## src/rtl/conv_result_collector.sv

```systemverilog
// Result collector behind the convolution core: captures one result per cReady rising edge,
// adds the frame bias, saturates, optionally applies ReLU, tags row/col/last and buffers the results.
module conv_result_collector #(
  parameter int unsigned BIT_LENGTH = 16,
  parameter int unsigned OUT_W      = 4,
  parameter int unsigned OUT_H      = 4,
  parameter int unsigned FIFO_DEPTH = 8,
  parameter bit          RELU_EN    = 1'b1
) (
  input  logic                  Clk,
  input  logic                  Rst,
  input  logic                  frame_start,
  input  logic [BIT_LENGTH-1:0] bias,
  input  logic                  cReady,
  input  logic [BIT_LENGTH-1:0] finalsum,
  input  logic                  out_ready,
  output logic                  out_valid,
  output logic [BIT_LENGTH-1:0] out_data,
  output logic                  out_last,
  output logic                  busy,
  output logic                  frame_done,
  output logic                  overflow
);

  localparam int unsigned SUM_W = BIT_LENGTH + 1;
  localparam int unsigned ROW_W = (OUT_H > 1) ? $clog2(OUT_H) : 1;
  localparam int unsigned COL_W = (OUT_W > 1) ? $clog2(OUT_W) : 1;
  localparam int unsigned PTR_W = $clog2(FIFO_DEPTH);
  localparam int unsigned CNT_W = PTR_W + 1;

  localparam logic [BIT_LENGTH-1:0] SAT_MAX = {1'b0, {(BIT_LENGTH-1){1'b1}}};
  localparam logic [BIT_LENGTH-1:0] SAT_MIN = {1'b1, {(BIT_LENGTH-1){1'b0}}};

  typedef struct packed {
    logic                  last;
    logic [BIT_LENGTH-1:0] data;
  } entry_t;

  typedef enum logic [1:0] {
    IDLE  = 2'd0,
    RUN   = 2'd1,
    DRAIN = 2'd2
  } state_t;

  state_t state, state_n;

  logic                  cready_d;
  logic [BIT_LENGTH-1:0] bias_reg;
  logic [ROW_W-1:0]      row;
  logic [COL_W-1:0]      col;

  logic                  s1_valid;
  logic                  s1_last;
  logic [SUM_W-1:0]      s1_sum;
  logic                  s2_valid;
  logic                  s2_last;
  logic [BIT_LENGTH-1:0] s2_data;

  entry_t                mem [FIFO_DEPTH];
  logic [PTR_W-1:0]      wr_ptr;
  logic [PTR_W-1:0]      rd_ptr;
  logic [CNT_W-1:0]      mem_cnt;

  logic                  cap_c;
  logic                  last_pos_c;
  logic [SUM_W-1:0]      sum_c;
  logic [BIT_LENGTH-1:0] sat_c;
  logic [CNT_W-1:0]      total_c;
  logic                  full_c;
  logic                  pop_c;
  logic                  push_c;
  logic                  drop_c;
  logic                  load_c;
  logic                  done_c;

  // Edge detect: a level held high yields a single capture, only while a frame is running
  assign cap_c      = cReady & ~cready_d & (state == RUN);
  assign last_pos_c = (row == ROW_W'(OUT_H - 1)) && (col == COL_W'(OUT_W - 1));
  assign sum_c      = {finalsum[BIT_LENGTH-1], finalsum} + {bias_reg[BIT_LENGTH-1], bias_reg};

  // Saturate the widened sum back to BIT_LENGTH, then optional ReLU
  always_comb begin
    sat_c = s1_sum[BIT_LENGTH-1:0];
    if (s1_sum[SUM_W-1] != s1_sum[SUM_W-2]) begin
      sat_c = s1_sum[SUM_W-1] ? SAT_MIN : SAT_MAX;
    end
    if (RELU_EN && sat_c[BIT_LENGTH-1]) begin
      sat_c = '0;
    end
  end

  // Occupancy counts the head register plus the entries still in memory
  assign total_c = mem_cnt + CNT_W'(out_valid);
  assign full_c  = (total_c == CNT_W'(FIFO_DEPTH));
  assign pop_c   = out_valid & out_ready;
  assign push_c  = s2_valid & (~full_c | pop_c);
  assign drop_c  = s2_valid & full_c & ~pop_c;
  assign load_c  = (mem_cnt != '0) & (~out_valid | pop_c);

  always_comb begin
    state_n = state;
    done_c  = 1'b0;
    case (state)
      IDLE: begin
        if (frame_start) state_n = RUN;
      end
      RUN: begin
        if (cap_c && last_pos_c) state_n = DRAIN;
      end
      DRAIN: begin
        if (!s1_valid && !s2_valid && (total_c == '0)) begin
          state_n = IDLE;
          done_c  = 1'b1;
        end
      end
      default: state_n = IDLE;
    endcase
  end

  always_ff @(posedge Clk) begin
    if (!Rst) begin
      state      <= IDLE;
      busy       <= 1'b0;
      frame_done <= 1'b0;
      cready_d   <= 1'b1;
    end else begin
      state      <= state_n;
      busy       <= (state_n != IDLE);
      frame_done <= done_c;
      cready_d   <= cReady;
    end
  end

  // Frame setup, position tracking and the two processing stages
  always_ff @(posedge Clk) begin
    if (!Rst) begin
      bias_reg <= '0;
      row      <= '0;
      col      <= '0;
      overflow <= 1'b0;
      s1_valid <= 1'b0;
      s1_last  <= 1'b0;
      s1_sum   <= '0;
      s2_valid <= 1'b0;
      s2_last  <= 1'b0;
      s2_data  <= '0;
    end else begin
      if (state == IDLE && frame_start) begin
        bias_reg <= bias;
        row      <= '0;
        col      <= '0;
        overflow <= 1'b0;
      end
      s1_valid <= cap_c;
      if (cap_c) begin
        s1_sum  <= sum_c;
        s1_last <= last_pos_c;
        if (col == COL_W'(OUT_W - 1)) begin
          col <= '0;
          row <= (row == ROW_W'(OUT_H - 1)) ? '0 : row + ROW_W'(1);
        end else begin
          col <= col + COL_W'(1);
        end
      end
      s2_valid <= s1_valid;
      if (s1_valid) begin
        s2_data <= sat_c;
        s2_last <= s1_last;
      end
      if (drop_c) overflow <= 1'b1;
    end
  end

  always_ff @(posedge Clk) begin
    if (push_c) mem[wr_ptr] <= '{last: s2_last, data: s2_data};
  end

  // FIFO pointers and the registered head entry presented downstream
  always_ff @(posedge Clk) begin
    if (!Rst) begin
      wr_ptr    <= '0;
      rd_ptr    <= '0;
      mem_cnt   <= '0;
      out_valid <= 1'b0;
      out_data  <= '0;
      out_last  <= 1'b0;
    end else begin
      if (push_c) wr_ptr <= wr_ptr + PTR_W'(1);
      if (load_c) begin
        rd_ptr    <= rd_ptr + PTR_W'(1);
        out_data  <= mem[rd_ptr].data;
        out_last  <= mem[rd_ptr].last;
        out_valid <= 1'b1;
      end else if (pop_c) begin
        out_valid <= 1'b0;
      end
      mem_cnt <= mem_cnt + CNT_W'(push_c) - CNT_W'(load_c);
    end
  end

endmodule

```

## config.mk

```make
export PLATFORM = sky130hd
export DESIGN_NAME = conv_result_collector
export DESIGN_NICKNAME = d
export VERILOG_FILES = /design/src/rtl/conv_result_collector.sv
export SDC_FILE = /design/constraint.sdc
export NUM_CORES = 1
export LEC_CHECK = 0
export ABC_CLOCK_PERIOD_IN_PS = 3400
export CORE_MARGIN = 4
export CORE_UTILIZATION = 40
export CTS_BUF_LIST = sky130_fd_sc_hd__clkbuf_2
export DETAILED_ROUTE_END_ITERATION = 8
export PLACE_DENSITY = 0.55
export RECOVER_POWER = 25
export SYNTH_ARGS = -nofsm -noshare
export SYNTH_HDL_FRONTEND = slang
export SYNTH_SLANG_ARGS = --single-unit
```

## constraint.sdc

```tcl
create_clock -name Clk -period 3.4 [get_ports Clk]
set_input_delay 0.68 -clock Clk [delete_from_list [all_inputs] [get_ports Clk]]
set_output_delay 0.68 -clock Clk [all_outputs]
set_load 0.05 [all_outputs]
```

# Word level (Yosys, flattened, before mapping)
# Memory sizes are Yosys's and may differ from the RTL's. A register that Yosys moved wholly into a read port is not among the register bits.
# Index checks and enable logic that the tools add are counted.
[totals]
memories = 1
romBits = 0
mem_bits_rw = 136
register_bits = 74
elab_cells = 83
latchBits = 0
inputBits = 37
output_inout_bits = 21
[classes]
n_addsub = 8
div_mod_pow = 0
muxes = 21
n_lt_le_gt_ge = 0
n_shift = 0
n_eq_ne = 6
reduce_logical = 16
multipliers = 0
bitwise = 13
[memory_table]
columns = ["name", "words", "width", "read_ports", "rd_ports_with_merged_regs", "write_ports", "line", "rtl"]
rows = [
  ["mem", 8, 17, 1, 1, 1, "59", "entry_t mem [FIFO_DEPTH];"],
]
[op_table]
columns = ["op", "n"]
rows = [
  ["$mux W16", 2],
  ["$mux W2", 10],
  ["$add A16 B16 Y17", 1],
  ["$mux W15", 1],
  ["$add A4 B1 Y4", 2],
  ["$reduce_bool A2 Y1", 4],
  ["$and A1 B1 Y1", 7],
  ["$mux W1", 7],
  ["$add A3 B1 Y3 const B", 2],
  ["$eq A2 B2 Y1 const B", 3],
  ["$pmux W2 S3", 1],
  ["$logic_and A1 B1 Y1", 5],
  ["$add A2 B1 Y2 const B", 2],
  ["$eq A4 B4 Y1 const B", 1],
  ["$logic_not A4 Y1", 1],
  ["$not A1 Y1", 4],
  ["$reduce_bool A4 Y1", 1],
  ["$sub A4 B1 Y4", 1],
  ["$logic_not A1 Y1", 3],
  ["$eq A2 B1 Y1 const B", 1],
  ["$logic_not A2 Y1", 1],
  ["$or A1 B1 Y1", 2],
  ["$reduce_and A2 Y1", 1],
  ["$ne A1 B1 Y1", 1],
]

# Longest topological paths before layout
[logic_depth]
ltp_word = 7
mapped_depth = 13

# Least setup slack after synthesis
# No wires, ideal clock.
[synth_timing]
path_type = "reg-to-reg"
startpoint = "register out_valid"
endpoint = "memory mem[0][0] (netlist bit), enable pin"
setup_slack_ps = -35
stages_incl_launch_ff = 7
arrival_time_ps = 3004
setup_ps = 430
path_buffers = 0
t_required_ps = 2970
path_cell_list = "dfxtp_1 > ha_1 > ha_1 > xor2_1 > or3_4 > o31ai_4 > nor4_1"
[synth_between]
elab_chain_len = 7
word_cells_on_any_way = 8
classes_between = "add/sub: 1; eq/ne: 1; mux: 2; bitwise: 4"
[synth_rtl]
columns = ["item", "line", "rtl"]
rows = [
  ["start, declared", "17", "output logic out_valid,"],
  ["start signal, assigned", "184", "out_valid <= 1'b0;"],
  ["start signal, assigned", "193", "out_valid <= 1'b1;"],
  ["start signal, assigned", "195", "out_valid <= 1'b0;"],
  ["$add A4 B1 Y4", "93", "assign total_c = mem_cnt + CNT_W'(out_valid);"],
  ["$eq A4 B4 Y1", "94", "assign full_c = (total_c == CNT_W'(FIFO_DEPTH));"],
  ["$not A1 Y1", "96", "assign push_c = s2_valid & (~full_c | pop_c);"],
  ["$or A1 B1 Y1 *", "96", ""],
  ["$and A1 B1 Y1 *", "96", ""],
  ["$mux W1 *", "175", "if (push_c) mem[wr_ptr] <= '{last: s2_last, data: s2_data};"],
  ["$mux W1 (not written as such) *", "175", ""],
  ["end, declared", "59", ""],
]
# Mark *: on every way between the ends. The rest lies on a longest branch, timed or not.

# Worst setup path in the final report
[layout_timing]
startpoint = "register out_valid"
endpoint = "register mem_cnt[3]"
[layout_between]
elab_chain_len = 7
word_cells_on_any_way = 11
classes_between = "add/sub: 3; eq/ne: 1; bitwise: 7"
[layout_rtl]
columns = ["item", "line", "rtl"]
rows = [
  ["$add A4 B1 Y4", "93", ""],
  ["$eq A4 B4 Y1", "94", ""],
  ["$not A1 Y1", "96", ""],
  ["$or A1 B1 Y1", "96", ""],
  ["$and A1 B1 Y1", "96", ""],
  ["$add A4 B1 Y4", "197", "mem_cnt <= mem_cnt + CNT_W'(push_c) - CNT_W'(load_c);"],
  ["$sub A4 B1 Y4 *", "197", ""],
  ["end signal, assigned", "197", ""],
  ["end, declared", "62", "logic [CNT_W-1:0] mem_cnt;"],
]
# Marked as above.
# A chain may end at the register's enable or synchronous reset.

==> impl.org <==
** Clock tree
- After clock tree synthesis, the setup repair step added 0 buffers.
- Deepest clock path buffer count :: 3
- TritonCTS built the clock tree.
- CTS placed an instance of sky130_fd_sc_hd__clkbuf_2 at the clock tree root.
- Clock slew seen by the registers of the worst setup and hold paths :: 0.10 ns
- Number of H-tree levels :: 2
- Clock tree synthesis inserted a total of 55 buffers.
- Counting every sink on the clock net gives 217.
- The later pin in the worst-skew pair is clocked with a latency of 0.82 ns.
- Cells resized by post-CTS repair :: 0
- Number of buffers inserted by hold repair at cts :: 0

** Cells and area
- Number of fill cells :: 1981
- The area growth from synthesis to layout is 15.5%.
- Max FFs per register :: 128
- Leaving out filler cells and counting taps, the final layout contains 1121.
- Number of nets in the layout :: 864
- Proportion of layout cells with a drive suffix above 1 :: 0.188

** Logic synthesis
- Count of synthesis-stage warnings from yosys :: 0
- For this run, asynchronously set or reset flops after synthesis account for 0.
- Synthesized Nets :: 776
- Mean post-synth cell area :: 12.9 sq um
- Post-synth EDFFs :: 128
- Share of the synthesized area in the top cell type :: 0.423
- The netlist uses 57 different library cells.
- Synthesis produced a netlist whose cell count is 707.
- Sorting the synthesized cells by area gives the leading types as sky130_fd_sc_hd__edfxtp_1 (42%), sky130_fd_sc_hd__dfxtp_1 (20%), sky130_fd_sc_hd__mux4_2 (7.9%).
- The cell area that synthesis handed to floorplanning was 9090 sq um.
- Number of storage elements in the synthesis netlist :: 217
- The most used flip-flop cell after synthesis is sky130_fd_sc_hd__edfxtp_1.
- The synthesized design spends more area on one cell type than any other, namely sky130_fd_sc_hd__edfxtp_1.
- The share of the Yosys chip area taken by registers is 0.619.

** Pwr
- Power density over the cells :: 633 nW/um^2
- Total leakage power :: 3.74 nW
- Highest ir drop seen on vdd :: 0.000301 V

** Floorplan
- Overall die area :: 25200 sq um
- The floorplan step set the die height to 159 um.
- Die Span X :: 159 um
- Initial core utilization :: 0.411
- During I/O placement, the number of pins put on the boundary was 58.
- In this run the core area contains 54 standard-cell rows.
- Area of the core :: 22100 sq um

** Detailed routing
- Iteration count of the initial detailed-routing pass :: 5
- DRC viols :: 0
- Final antenna-violating net count :: 0
- In the final routed layout, each cell accounts on average for 17.2 um.
- After the first detailed-routing iteration, the DRC count stood at 399.
- Routed vias :: 5897
- Detailed-route wire length :: 19300 um
- Dividing the detail-routed via count by the number of cells gives 5.26.

** Worst hold path
- Launch point of the worst hold path :: bias[13]
- The worst hold path belongs to the class in2reg.

** Placement
- The number of placed instances, taps included, is 1018.
- HPWL Detailed :: 12000 um
- Total of buffers placed on input and output ports :: 56
- Placer congestion estimate :: 0.776

** STA
- Setup repair after global routing left no endpoint under its margin.
- Worst clock skew :: 0.0463 ns
- Setup violations remaining at the end of the flow were counted as 0.
- Final sum of negative setup slack :: 0 ns
- At the pin with the least slew margin, the transition time is 1.26 ns.
- Based on the critical path, the design can be clocked at up to 370 MHz.
- Max transition margin :: 0.157
- The final hold violation count is 0.
- Period utilisation layout :: 0.795
- The number of pins exceeding their max-slew limit in the final report is 0.
- Final Critical Period :: 2.70 ns

** Global route
- After global routing the overflow that remains totals 0.
- M1 GR Usage :: 0.196
- The first global-routing pass estimated 31500 um of wire.
- Largest net degree at the start of global routing :: 42
- In the global route stage, met2 resource usage came out at 0.265.
- For met3 alone, demand over resource in global routing was 0.0319.
- In the global route stage, overall resource usage came out at 0.154.
- met2 is the most crowded layer.
- Vias in the first global route :: 6165
- Antenna violations before repair :: 1

** Critical path
- Startpoint-to-endpoint class of the critical path :: reg2reg
- For the worst flop-to-flop path, the logic depth is 12.
- Type of destination of the critical path :: flop
- The critical path ends at mem_cnt[3]$_SDFF_PN0_.
- Data on the critical path is required at its endpoint by 4.10 ns.
- The most critical setup path has its startpoint at out_valid$_SDFFE_PN0P_.
- The endpoint identified for the worst register-to-register timing path is mem_cnt[3]$_SDFF_PN0_.
- Worst reg2reg startpoint :: out_valid$_SDFFE_PN0P_
- STA classifies the critical path startpoint as a flop.
- Maximum fanout encountered on the critical timing path :: 4
- R2r setup slk :: 0.70 ns
- Arrival time worst endpoint :: 3.40 ns

** Run
- Max-cap violations :: 0

** Status
- Result of the run :: finished clean
## synthesized netlist by cell type, types with 12 or more instances
cell type,number
sky130_fd_sc_hd__a211oi_1,19
sky130_fd_sc_hd__a21oi_1,75
sky130_fd_sc_hd__clkbuf_1,25
sky130_fd_sc_hd__dfxtp_1,89
sky130_fd_sc_hd__edfxtp_1,128
sky130_fd_sc_hd__ha_1,30
sky130_fd_sc_hd__inv_1,13
sky130_fd_sc_hd__mux2i_1,22
sky130_fd_sc_hd__mux4_2,32
sky130_fd_sc_hd__nand2_1,67
sky130_fd_sc_hd__nand3_1,12
sky130_fd_sc_hd__nor2_1,71
sky130_fd_sc_hd__o21ai_0,12
## critical path, cell delays in order, from the launching register on
cell	delay [ns]
sky130_fd_sc_hd__dfxtp_1	0.34
sky130_fd_sc_hd__ha_1	0.22
sky130_fd_sc_hd__ha_1	0.19
sky130_fd_sc_hd__xor2_1	0.16
sky130_fd_sc_hd__or3_4	0.37
sky130_fd_sc_hd__o31ai_4	0.20
sky130_fd_sc_hd__ha_1	0.23
sky130_fd_sc_hd__inv_1	0.06
sky130_fd_sc_hd__ha_1	0.27
sky130_fd_sc_hd__a21o_1	0.18
sky130_fd_sc_hd__a21oi_1	0.17
sky130_fd_sc_hd__xnor2_1	0.15
sky130_fd_sc_hd__nor2_1	0.05
## cell families after synthesis
kind of cell | Yosys count | synth area share
and+or+nand+nor | 192 | 0.0957
adders and majority gates | 32 | 0.0457
buffers and inverters | 56 | 0.0263
muxes | 54 | 0.104
DFF | 217 | 0.619
xor gates and xnor gates | 13 | 0.0125
other | 1 | 0.000413
AOI/OAI and AO/OA | 142 | 0.0970
## layout by cell type, fill, tap and decap left out, types with 3 or more instances in the layout
master | synthesis | routed
sky130_fd_sc_hd__edfxtp_1 | 128 | 128
sky130_fd_sc_hd__clkbuf_2 | 1 | 89
sky130_fd_sc_hd__dfxtp_1 | 89 | 87
sky130_fd_sc_hd__a21oi_1 | 75 | 75
sky130_fd_sc_hd__nor2_1 | 71 | 71
sky130_fd_sc_hd__nand2_1 | 67 | 67
sky130_fd_sc_hd__clkdlybuf4s50_1 | 0 | 56
sky130_fd_sc_hd__mux4_2 | 32 | 32
sky130_fd_sc_hd__ha_1 | 30 | 30
sky130_fd_sc_hd__mux2i_1 | 22 | 22
sky130_fd_sc_hd__a211oi_1 | 19 | 19
sky130_fd_sc_hd__inv_1 | 13 | 13
sky130_fd_sc_hd__buf_4 | 3 | 13
sky130_fd_sc_hd__nand3_1 | 12 | 12
sky130_fd_sc_hd__o21ai_0 | 12 | 12
sky130_fd_sc_hd__clkinv_1 | 0 | 10
sky130_fd_sc_hd__xnor2_1 | 8 | 8
sky130_fd_sc_hd__nor3_1 | 10 | 6
sky130_fd_sc_hd__xor2_1 | 5 | 5
sky130_fd_sc_hd__a21o_1 | 5 | 5
sky130_fd_sc_hd__o21a_1 | 5 | 5
sky130_fd_sc_hd__a31oi_1 | 5 | 5
sky130_fd_sc_hd__nand2b_1 | 4 | 4
sky130_fd_sc_hd__and2_1 | 4 | 4
sky130_fd_sc_hd__and3_1 | 4 | 4
sky130_fd_sc_hd__o211ai_1 | 4 | 4
sky130_fd_sc_hd__or3_1 | 4 | 4
sky130_fd_sc_hd__nor3_4 | 0 | 3
sky130_fd_sc_hd__inv_2 | 3 | 3
sky130_fd_sc_hd__a221oi_1 | 3 | 3
## layer usage
layer | up-vias | share of wire
met1 | 2888 | 0.44
met4 | 0 | 0.017
li1 | 2849 | -
met2 | 136 | 0.48
met3 | 24 | 0.054
met5 | - | 0
## stage by stage
step	util	total power [W]	hold slack (ns)	instance area [sq um]	setup WS, ns
3_3_place_gp	0.452	0.00497	0.447	10000	0.436
6_report	0.475	0.00665	0.412	10500	0.698
4_1_cts	0.475	0.00678	0.338	10500	0.606
5_1_grt	0.475	0.00708	0.371	10500	0.547
3_5_place_dp	0.452	0.00501	0.449	10000	0.418
2_1_floorplan	-	0.00449	0.432	9100	0.245
## power breakdown
group	switching, W	leakage (nW)	internal [W]	total, W
registers	0.000185	1.91	0.00291	0.00309
logic	0.00101	1.43	0.000821	0.00183
clock network	0.00104	0.394	0.000692	0.00173
## how the worst min path moves through the flow
stage	cells after the start	endpoint
6_report	3	bias_reg[13]$_SDFFE_PN0P_
4_1_cts	3	bias_reg[13]$_SDFFE_PN0P_
2_1_floorplan	2	s1_sum[3]$_SDFFE_PN0P_
3_5_place_dp	2	s1_sum[7]$_SDFFE_PN0P_
5_1_grt	3	bias_reg[4]$_SDFFE_PN0P_
3_3_place_gp	2	s1_sum[4]$_SDFFE_PN0P_
## layout make-up
class	instances	area, sq um	share of cell area
inverter	16	60.1	0.00572
tap	280	350	0.0334
clock inverter	13	58.8	0.00560
antenna	1	2.50	0.000238
timing repair buffer	71	682	0.0649
clock buffer	89	445	0.0424
sequential	217	5630	0.536
multi-input combinational	434	3270	0.312
Note: power is estimated with default switching activity, not from simulation.
